[src/rtl/uart_tx_arb.sv]
// Two-requester arbiter feeding one UART transmitter through per-requester one-byte slots.
// Define UART_TX_ARB_RR_EN for round-robin tie-breaking; otherwise requester 0 has fixed priority.
module uart_tx_arb #(
    parameter int unsigned TMO = 4
) (
    input  logic       clk,
    input  logic       rstn,
    input  logic [7:0] req0_data,
    input  logic       req0_we,
    output logic       req0_full,
    input  logic [7:0] req1_data,
    input  logic       req1_we,
    output logic       req1_full,
    output logic [7:0] tx_data,
    output logic       tx_we,
    input  logic       tx_busy,
    output logic       grant,
    output logic [1:0] ovf,
    input  logic       ovf_clr
);

    localparam logic [3:0] TmoLast = 4'(TMO - 1);

    typedef enum logic [1:0] {
        StIdle,
        StIssue,
        StWaitHi,
        StWaitLo
    } state_e;

    state_e     state_q, state_d;
    logic [1:0] full_q, full_d;
    logic [7:0] slot0_q, slot0_d;
    logic [7:0] slot1_q, slot1_d;
    logic [7:0] tx_data_q, tx_data_d;
    logic       grant_q, grant_d;
    logic [1:0] ovf_q, ovf_d;
    logic [3:0] tmo_q, tmo_d;

    logic [1:0] wr;
    logic [1:0] rel;
    logic [1:0] accept;
    logic       win;

    // Winner index when at least one slot is full.
    always_comb begin
`ifdef UART_TX_ARB_RR_EN
        if (full_q == 2'b11) begin
            win = ~grant_q;
        end else begin
            win = ~full_q[0];
        end
`else
        win = ~full_q[0];
`endif
    end

    // A write landing on the slot being released in ISSUE is a clean refill, not an overrun.
    always_comb begin
        wr      = {req1_we, req0_we};
        rel     = 2'b00;
        if (state_q == StIssue) begin
            rel = grant_q ? 2'b10 : 2'b01;
        end
        accept  = wr & (~full_q | rel);
        full_d  = accept | (full_q & ~rel);
        slot0_d = accept[0] ? req0_data : slot0_q;
        slot1_d = accept[1] ? req1_data : slot1_q;
        ovf_d   = (ovf_clr ? 2'b00 : ovf_q) | (wr & ~accept);
    end

    always_comb begin
        state_d   = state_q;
        tx_data_d = tx_data_q;
        grant_d   = grant_q;
        tmo_d     = tmo_q;
        tx_we     = 1'b0;
        unique case (state_q)
            StIdle: begin
                if ((|full_q) && !tx_busy) begin
                    state_d   = StIssue;
                    tx_data_d = win ? slot1_q : slot0_q;
                    grant_d   = win;
                end
            end
            StIssue: begin
                tx_we   = 1'b1;
                tmo_d   = 4'd0;
                state_d = StWaitHi;
            end
            StWaitHi: begin
                if (tx_busy) begin
                    state_d = StWaitLo;
                    tmo_d   = 4'd0;
                end else if (tmo_q == TmoLast) begin
                    // UART never acknowledged; treat the byte as sent.
                    state_d = StIdle;
                    tmo_d   = 4'd0;
                end else begin
                    tmo_d = tmo_q + 4'd1;
                end
            end
            StWaitLo: begin
                if (!tx_busy) begin
                    state_d = StIdle;
                end
            end
            default: begin
                state_d = StIdle;
            end
        endcase
    end

    always_ff @(posedge clk or negedge rstn) begin
        if (!rstn) begin
            state_q   <= StIdle;
            full_q    <= 2'b00;
            slot0_q   <= 8'h00;
            slot1_q   <= 8'h00;
            tx_data_q <= 8'h00;
            grant_q   <= 1'b1;
            ovf_q     <= 2'b00;
            tmo_q     <= 4'd0;
        end else begin
            state_q   <= state_d;
            full_q    <= full_d;
            slot0_q   <= slot0_d;
            slot1_q   <= slot1_d;
            tx_data_q <= tx_data_d;
            grant_q   <= grant_d;
            ovf_q     <= ovf_d;
            tmo_q     <= tmo_d;
        end
    end

    assign req0_full = full_q[0];
    assign req1_full = full_q[1];
    assign tx_data   = tx_data_q;
    assign grant     = grant_q;
    assign ovf       = ovf_q;

endmodule
[config.mk]
export PLATFORM = sky130hd
export DESIGN_NAME = uart_tx_arb
export DESIGN_NICKNAME = d
export VERILOG_FILES = /design/src/rtl/uart_tx_arb.sv
export SDC_FILE = /design/constraint.sdc
export NUM_CORES = 1
export LEC_CHECK = 0
export CELL_PAD_IN_SITES_DETAIL_PLACEMENT = 1
export CELL_PAD_IN_SITES_GLOBAL_PLACEMENT = 1
export CORE_ASPECT_RATIO = 1.2
export CORE_MARGIN = 5
export CORE_UTILIZATION = 40
export CTS_BUF_LIST = sky130_fd_sc_hd__clkbuf_4
export DETAILED_ROUTE_END_ITERATION = 6
export GPL_TIMING_DRIVEN = 0
export PLACE_DENSITY = 0.82
export SYNTH_ARGS = -nofsm -noshare
export SYNTH_HDL_FRONTEND = slang
export SYNTH_SLANG_ARGS = --single-unit
[constraint.sdc]
create_clock -name clk -period 2.55 [get_ports clk]
set_clock_uncertainty 0.2 [all_clocks]
set_input_delay 0.6375 -clock clk [delete_from_list [all_inputs] [get_ports clk]]
set_output_delay 0.6375 -clock clk [all_outputs]
set_load 0.01 [all_outputs]
Word level (Yosys, flattened, before mapping)
Cells that the tools add are included.

word-level totals
  output and inout bits = 14
  input port bits = 22
  flip-flop bits (word level) = 35
  logic and storage cells = 46

operators by class
  multiplexer cells = 13
  bitwise operators = 10
  reductions and logical operators = 7
  add/subtract/negate cells = 1
  equal/unequal tests = 7

operators with widths
  cell                                                             count
  2-bit two-way mux                                                7
  4-bit two-way mux                                                2
  8-bit two-way mux                                                1
  2-bit one-hot mux with 4 select lines                            1
  4-bit one-hot mux with 2 select lines                            1
  2-bit AND                                                        3
  2-bit NOT                                                        3
  2-bit OR                                                         3
  4-bit by 1-bit adder with 4-bit output, second input constant    1
  2-bit == test, second input constant                             2
  4-bit by 2-bit == test with 1-bit output, second input constant  1
  2-bit != test, second input constant                             2
  3-bit != test, second input constant                             1
  3-bit AND reduction                                              1
  2-bit by 1-bit == test with 1-bit output, second input constant  1
  2-bit logical NOT                                                1
  2-bit AND reduction                                              1
  2-bit nonzero test                                               1
  2-bit OR reduction                                               1
  1-bit logical AND                                                1
  1-bit logical NOT                                                1
  1-bit two-way mux                                                1
  1-bit NOT                                                        1

Longest topological paths before layout
Gate-level depths: netlist of run 1.

  depth after elaboration = 7
  gate-level depth with buffers = 7
  mapped depth without buffers = 6

Least setup slack after synthesis of run 1
No wires, ideal clock.

  path kind = register to register
  start point = register state_q[1]
  end point = register slot0_q[0]
  stages on the path, launching flop included = 8
  data arrival time = 1.593 ns
  required time = 2.222 ns
  slack = 0.629 ns
  buffers on the path = 1
  cell sequence = dfrtp_1 inv_1 ha_1 inv_1 o21ai_1 and2_1 buf_2 mux2_1

on the way
  word-level cells in the longest chain between the ends = 4

ends and longest elaborated chain
  what                                      RTL line  source
  start, declared                           31        state_e state_q, state_d;
  start signal, assigned                    116       state_q <= StIdle;
  start signal, assigned                    125       state_q <= state_d;
  2-bit by 1-bit == test with 1-bit output  62        if (state_q == StIssue) begin
  2-bit two-way mux                         62
  2-bit OR                                  65        accept = wr & (~full_q | rel);
  2-bit AND                                 65
  end signal, assigned                      127       slot0_q <= slot0_d;
  end, declared                             33        logic [7:0] slot0_q, slot0_d;

No other way between the ends.
A chain may end at the register's enable or synchronous reset.

Worst setup path in the final report of run 1
  start point = register grant_q (netlist: grant)
  end point = output grant

RTL lines
  what                    RTL line  source
  start, declared         36        logic grant_q, grant_d;
  start signal, assigned  130       grant_q <= grant_d;
  end, declared           17        output logic grant,

No word-level cell between the ends.

==> run metrics, run 1 <==
Worst IR Drop VDD=0.434 mV; DRC viols=0; Clock Path Buffers=2; Slew Limit Fails=0; XOR/XNOR share of the synthesized area=0%; pwr dens=1110 nW/um^2; cell leakage power=0.920 nW; DR vias=1171; Die Width=67.9 um; Synth warnings=0; number of global-route vias before repair=1376; compound-gate portion of the synthesized area=9.58%; clock slew at reported path FFs=0.11 ns; Clock Latency Late Sink=0.34 ns; crit-path max FO=4; cells after synthesis=133; post-synthesis mux area share=17.4%; Final Hold Fails=0; CP peak stage delay=0.58 ns; RD Place Congestion=0.772; Tmin final=2.30 ns; critical path type=reg -> out; Worst Setup End Kind=output port; share of layout cells above drive strength 1=12.5%; Hold WS=0.160 ns; Sink Count=35; flops & latches, synth=35; Min-Delay Path Class=in -> async; Avg Synthesized Cell Area=12.1 sq um; Synth Area in Adders=4.67%; RSZ-0062 raised after global routing=false; Layout Nets=203; antenna violations before repair=0; root buf cell=clkbuf_4; Hold Buf Count CTS=0; DRT Wirelength=3.70 mm; antenna-violating nets left=0; crit start category=flip-flop; gr usage total=16.1%; CP bufs+invs=1; outcome=complete, no violations; CP arrival=1.47 ns; CTS HTree Levels=2; Num CTS Buffers=5; Yosys top cell by area=dfrtp_1; first-pass GRT wire length=6.44 mm; Period Utilization, post-route=90.4%; syn nets=161; # IOs=36; Slew HR=48.3%; HPWL after detailed placement=2.86 mm; die area=5390 sq um; CP cell instances=clkdlybuf4s50_1; total number of placement rows=25; vias per inst=5.09; Crit path required time=1.71 ns; post-synthesis simple-gate area fraction=9.11%; largest family of logic cells by synthesized area=multiplexers; fmax=0.434 GHz; CTS tree=built; # setup viols final=0; Post-CTS Setup Bufs=0; Crit path max-delay family=flip-flops; Synth cell types=32; Sum Neg Setup Slack=0 ns; largest net degree at the start of global routing=36; synthesized area=1610 sq um; # Max-Cap Violations=0; Tightest Pin Transition=0.775 ns; GRT Residual Overflow=0; synthesis-to-finish area growth=29.5%; DR pass1 iterations=4; Worst path slowest cell=dfstp_2; Area contributors post-synth=dfrtp_1, mux2_1, mux2i_1; Initial Utilization=41.1%; Port Buffers=35; initial drt markers=54; Core Region=3910 sq um; Synth top area share=53.0%; WL/cell=16.1 um; register area share after synthesis=54.6%; diode count=0; die height=79.4 um
[where the power goes]
group          switching [mW]  leakage, nW  total [mW]  internal [mW]
clock network           0.190       0.0317       0.307          0.117
logic                   0.491        0.480        1.02          0.528
registers               0.167        0.409       0.978          0.812
total                   0.848        0.920        2.31           1.46
[cell usage after synthesis (all sizes together)]
cell / instances
a21boi: 1
a21oi: 9
a221oi: 1
a22oi: 1
and2: 1
buf: 4
dfrtp: 34
dfstp: 1
ha: 6
inv: 11
mux2: 16
mux2i: 10
nand2: 5
nand2b: 2
nand3: 3
nand3b: 1
nor2: 9
nor3: 2
nor3b: 1
o21ai: 6
o22ai: 3
o31ai: 2
o32ai: 1
or2: 1
or3: 1
or3b: 1
[registers in the layout, summed over array words and instances (netlist names)]
signal,cells
slot0_q,8
slot1_q,8
tx_data,8
tmo_q,4
full_q,2
ovf,2
state_q,2
grant,1
[cells in the final DEF, fill, tap and decap left out, drive strengths merged, types with 2 or more instances in the layout]
cell	n
clkbuf	6
nand2	5
o22ai	3
mux2i	10
buf	5
nor2	9
ha	6
mux2	16
a21oi	9
nand3	3
clkdlybuf4s50	33
o21ai	6
o31ai	2
dfrtp	34
inv	11
nand2b	2
nor3	2
[logic make-up (layout without fill, tap and decap cells)]
logic type / after synthesis / in the layout
multiplexers: 26 / 26
AO/OA/AOI/OAI: 24 / 24
AND/OR/NAND/NOR: 27 / 27
adder cells (fa/ha/maj): 6 / 6
flip-flops: 35 / 35
buffers and inverters: 15 / 58
[metal layers]
layer	routed length [um]	part of all wire (%)	track usage, %
met1	1510	41	18.1
met2	1930	52	27.4
met3	149	4.0	4.23
met4	112	3.0	8.55
met5	0	0	0
[final cells by class]
type | count | area (sq um)
tap | 54 | 67.6
clock buffer | 6 | 45.0
inverter | 11 | 41.3
clock inverter | 2 | 12.5
timing repair buffer | 35 | 348
multi-input combinational | 83 | 656
buffer | 4 | 32.5
sequential | 35 | 878
fill | 439 | 1830
[final timing paths]
check,startpoint,end,slack (ns),depth (start not counted)
min in group clk,slot0_q[3]$_DFFE_PN0P_,slot0_q[3]$_DFFE_PN0P_,0.30,1
setup / recovery,grant$_DFFE_PN1P_,grant,0.25,1
setup reg to reg,state_q[1]$_DFFE_PN0P_,slot0_q[4]$_DFFE_PN0P_,0.47,7
hold / removal,rstn,state_q[1]$_DFFE_PN0P_,0.16,1
hold reg to reg,slot0_q[3]$_DFFE_PN0P_,slot0_q[3]$_DFFE_PN0P_,0.30,1
max in group asynchronous,rstn,state_q[1]$_DFFE_PN0P_,1.47,1
[stage by stage]
stage / setup slack [ns] / area, sq um / power, mW / utilization [%] / std cells
global route: 0.181 / 2080 / 2.50 / 53.2 / 230
detailed placement: 0.278 / 2020 / 2.03 / 51.6 / 222
global placement: -0.0370 / 2020 / 1.94 / 51.8 / 222
CTS: 0.0256 / 2080 / 2.34 / 53.1 / 230
finish: 0.245 / 2080 / 2.31 / 53.2 / 230
floorplan: 0.629 / 1610 / 1.58 / - / 133
[repair_timing]
| item | 4_1_cts | 5_1_grt |
|---|---|---|
| endpoints found under the setup margin | 1 | 1 |
| resized for setup | 1 | 2 |
| cloned | 0 | 0 |
Note: power is estimated with default switching activity, not from simulation.
==> inputs of run 2 (changes only) <==
--- a/config.mk
+++ b/config.mk
@@ -5,6 +5,7 @@
 export SDC_FILE = /design/constraint.sdc
 export NUM_CORES = 1
 export LEC_CHECK = 0
+export CAP_MARGIN = 5
 export CELL_PAD_IN_SITES_DETAIL_PLACEMENT = 1
 export CELL_PAD_IN_SITES_GLOBAL_PLACEMENT = 1
 export CORE_ASPECT_RATIO = 1.2
==> results of run 2 <==
The final DEF is identical to that of run 1; final timing and power are the same.
==> inputs of run 3 (changes only) <==
--- a/config.mk
+++ b/config.mk
@@ -10,11 +10,11 @@
 export CELL_PAD_IN_SITES_GLOBAL_PLACEMENT = 1
 export CORE_ASPECT_RATIO = 1.2
 export CORE_MARGIN = 5
-export CORE_UTILIZATION = 40
+export CORE_UTILIZATION = 41
 export CTS_BUF_LIST = sky130_fd_sc_hd__clkbuf_4
 export DETAILED_ROUTE_END_ITERATION = 6
 export GPL_TIMING_DRIVEN = 0
-export PLACE_DENSITY = 0.82
+export PLACE_DENSITY = 0.84
 export SYNTH_ARGS = -nofsm -noshare
 export SYNTH_HDL_FRONTEND = slang
 export SYNTH_SLANG_ARGS = --single-unit
==> constraint.sdc (replaced) <==
create_clock -name clk -period 2.6 [get_ports clk]
set_clock_uncertainty 0.2 [all_clocks]
set_input_delay 0.65 -clock clk [delete_from_list [all_inputs] [get_ports clk]]
set_output_delay 0.65 -clock clk [all_outputs]
set_load 0.01 [all_outputs]
==> run metrics, run 3 (synthesis results as in run 1) <==
Num CTS Buffers=5 (unchanged); CP bufs+invs=2 (was 1); DP Worst Slack=0.357 ns (was 0.278 ns); HPWL after detailed placement=2.79 mm (was 2.86 mm); CP cell instances=inv_2, ha_2, clkdlybuf4s50_1 (was clkdlybuf4s50_1); most common cell after layout, fill and taps aside=clkdlybuf4s50_1; fmax=0.401 GHz; diode count=0 (unchanged); gr usage total=15.4% (was 16.1%); Tmin final=2.50 ns; Hold WS=0.181 ns (was 0.160 ns); DRC viols=0 (unchanged); Crit path required time=1.75 ns (was 1.71 ns); DR vias=1154 (was 1171); CTS tree=built (unchanged); root buf cell=clkbuf_4 (unchanged); number of global-route vias before repair=1326 (was 1376); # setup viols final=0 (unchanged); total power=2.27 mW (was 2.31 mW); CP arrival=1.65 ns (was 1.47 ns); final worst slack=0.104 ns (was 0.245 ns); share of layout cells above drive strength 1=12.4% (was 12.5%); cell leakage power=0.906 nW (was 0.920 nW); crit start category=flip-flop (unchanged); die area=5280 sq um (was 5390 sq um); Min-Delay Path Class=in -> async (unchanged); Cell Count, Final, Fillers Out=231 (was 230); Slew HR=48.0% (was 48.3%); leading cell types in the layout, fill and taps excluded=clkdlybuf4s50_1, dfrtp_1, mux2_1 (was dfrtp_1, clkdlybuf4s50_1, mux2_1); cell area after layout=2080 sq um (about the same); DRT Wirelength=3.66 mm (was 3.70 mm); Slew Limit Fails=0 (unchanged); synthesis-to-finish area growth=29.7% (was 29.5%); Final Hold Fails=0 (unchanged); Worst Setup End Kind=output port (unchanged); die height=78.6 um (was 79.4 um); RD Place Congestion=0.823 (was 0.772); critical path type=reg -> out (unchanged); Core Region=3880 sq um (was 3910 sq um); CP peak stage delay=0.54 ns (was 0.58 ns); total number of placement rows=25 (unchanged); worst reg2reg startpoint=state_q[1]$_DFFE_PN0P_ (unchanged); Worst IR Drop VDD=0.478 mV (was 0.434 mV); Layout Nets=204 (was 203); vias per inst=5.00 (was 5.09); WL/cell=15.9 um (was 16.1 um); Tightest Pin Transition=0.780 ns (was 0.775 ns); RSZ-0062 raised after global routing=false (unchanged); Worst path slowest cell=clkdlybuf4s50_1 (was dfstp_2); Clock Path Buffers=2 (unchanged); Crit path max-delay family=buffers and inverters (was flip-flops); GRT Residual Overflow=0 (unchanged); Clock Latency Late Sink=0.34 ns (about the same); outcome=complete, no violations (unchanged); CTS HTree Levels=2 (unchanged); clock slew at reported path FFs=0.11 ns (about the same); Port Buffers=35 (unchanged); placed insts=222 (unchanged); Hold Buf Count CTS=0 (unchanged); Sink Count=35 (unchanged); first-pass GRT wire length=6.08 mm (was 6.44 mm); # Max-Cap Violations=0 (unchanged); DR pass1 iterations=5 (was 4); antenna violations before repair=0 (unchanged); pwr dens=1090 nW/um^2 (was 1110 nW/um^2); # IOs=36 (unchanged); placed inst area=2020 sq um (unchanged); Period Utilization, post-route=96.0%; Initial Utilization=41.4% (was 41.1%); Setup crit start=state_q[1]$_DFFE_PN0P_ (was grant$_DFFE_PN1P_); Die Width=67.1 um (was 67.9 um); antenna-violating nets left=0 (unchanged); initial drt markers=64 (was 54); largest net degree at the start of global routing=36 (unchanged); crit-path max FO=5 (was 4)
[run 3: worst register-to-register path, cell delays in order, from the launching register on]
cell and delay, ns:
dfrtp_2 0.45, inv_2 0.11, ha_2 0.21, inv_1 0.05, o21ai_1 0.21, and2_1 0.16, buf_2 0.23, mux2_1 0.36
[run 3: per-stage QoR]
step	setup TNS, ns	util (%)
3_5_place_dp	0	52.1
4_1_cts	0	53.4
6_report	0	53.7
5_1_grt	0	53.7
2_1_floorplan	0	-
3_3_place_gp	-0.629	52.2
[run 3: area by class of cell]
type / instances / area [sq um]
fill: 438 / 1800
timing repair buffer: 36 / 353
clock inverter: 3 / 15.0
buffer: 4 / 32.5
clock buffer: 5 / 37.5
sequential: 35 / 878
inverter: 11 / 41.3
multi-input combinational: 83 / 658
tap: 54 / 67.6
[run 3: final timing paths]
kind,endpoint,cells after the start,slack [ns]
setup / recovery,tx_we,3,0.10
hold / removal,slot1_q[6]$_DFFE_PN0P_,1,0.18
setup reg to reg,slot0_q[3]$_DFFE_PN0P_,7,0.52
hold reg to reg,slot0_q[1]$_DFFE_PN0P_,1,0.30
max in group asynchronous,state_q[1]$_DFFE_PN0P_,1,1.48
min in group clk,slot0_q[1]$_DFFE_PN0P_,1,0.30
[run 3: what timing repair did]
| action | in CTS | in global routing |
|---|---|---|
| buffers inserted | 0 | 1 |
| endpoints found under the hold margin | 0 | 0 |
| endpoints found under the setup margin | 1 | 1 |
| resized for setup | 1 | 2 |
[run 3: power breakdown]
group          total (mW)  internal [mW]  switching, mW
Sequential          0.962          0.796          0.166
Combinational        1.02          0.532          0.489
Clock               0.288         0.0992          0.189
Total                2.27           1.43          0.844
[run 3: metal layers]
| metal | wire (um) | up-vias | track usage, % | share of wire, % |
|---|---|---|---|---|
| li1 | - | 547 | - | - |
| met1 | 1520 | 570 | 16.6 | 41 |
| met2 | 1920 | 30 | 27.3 | 53 |
| met3 | 170 | 7 | 4.86 | 4.6 |
| met4 | 49 | 0 | 5.48 | 1.3 |
| met5 | 0 | - | 0 | 0 |
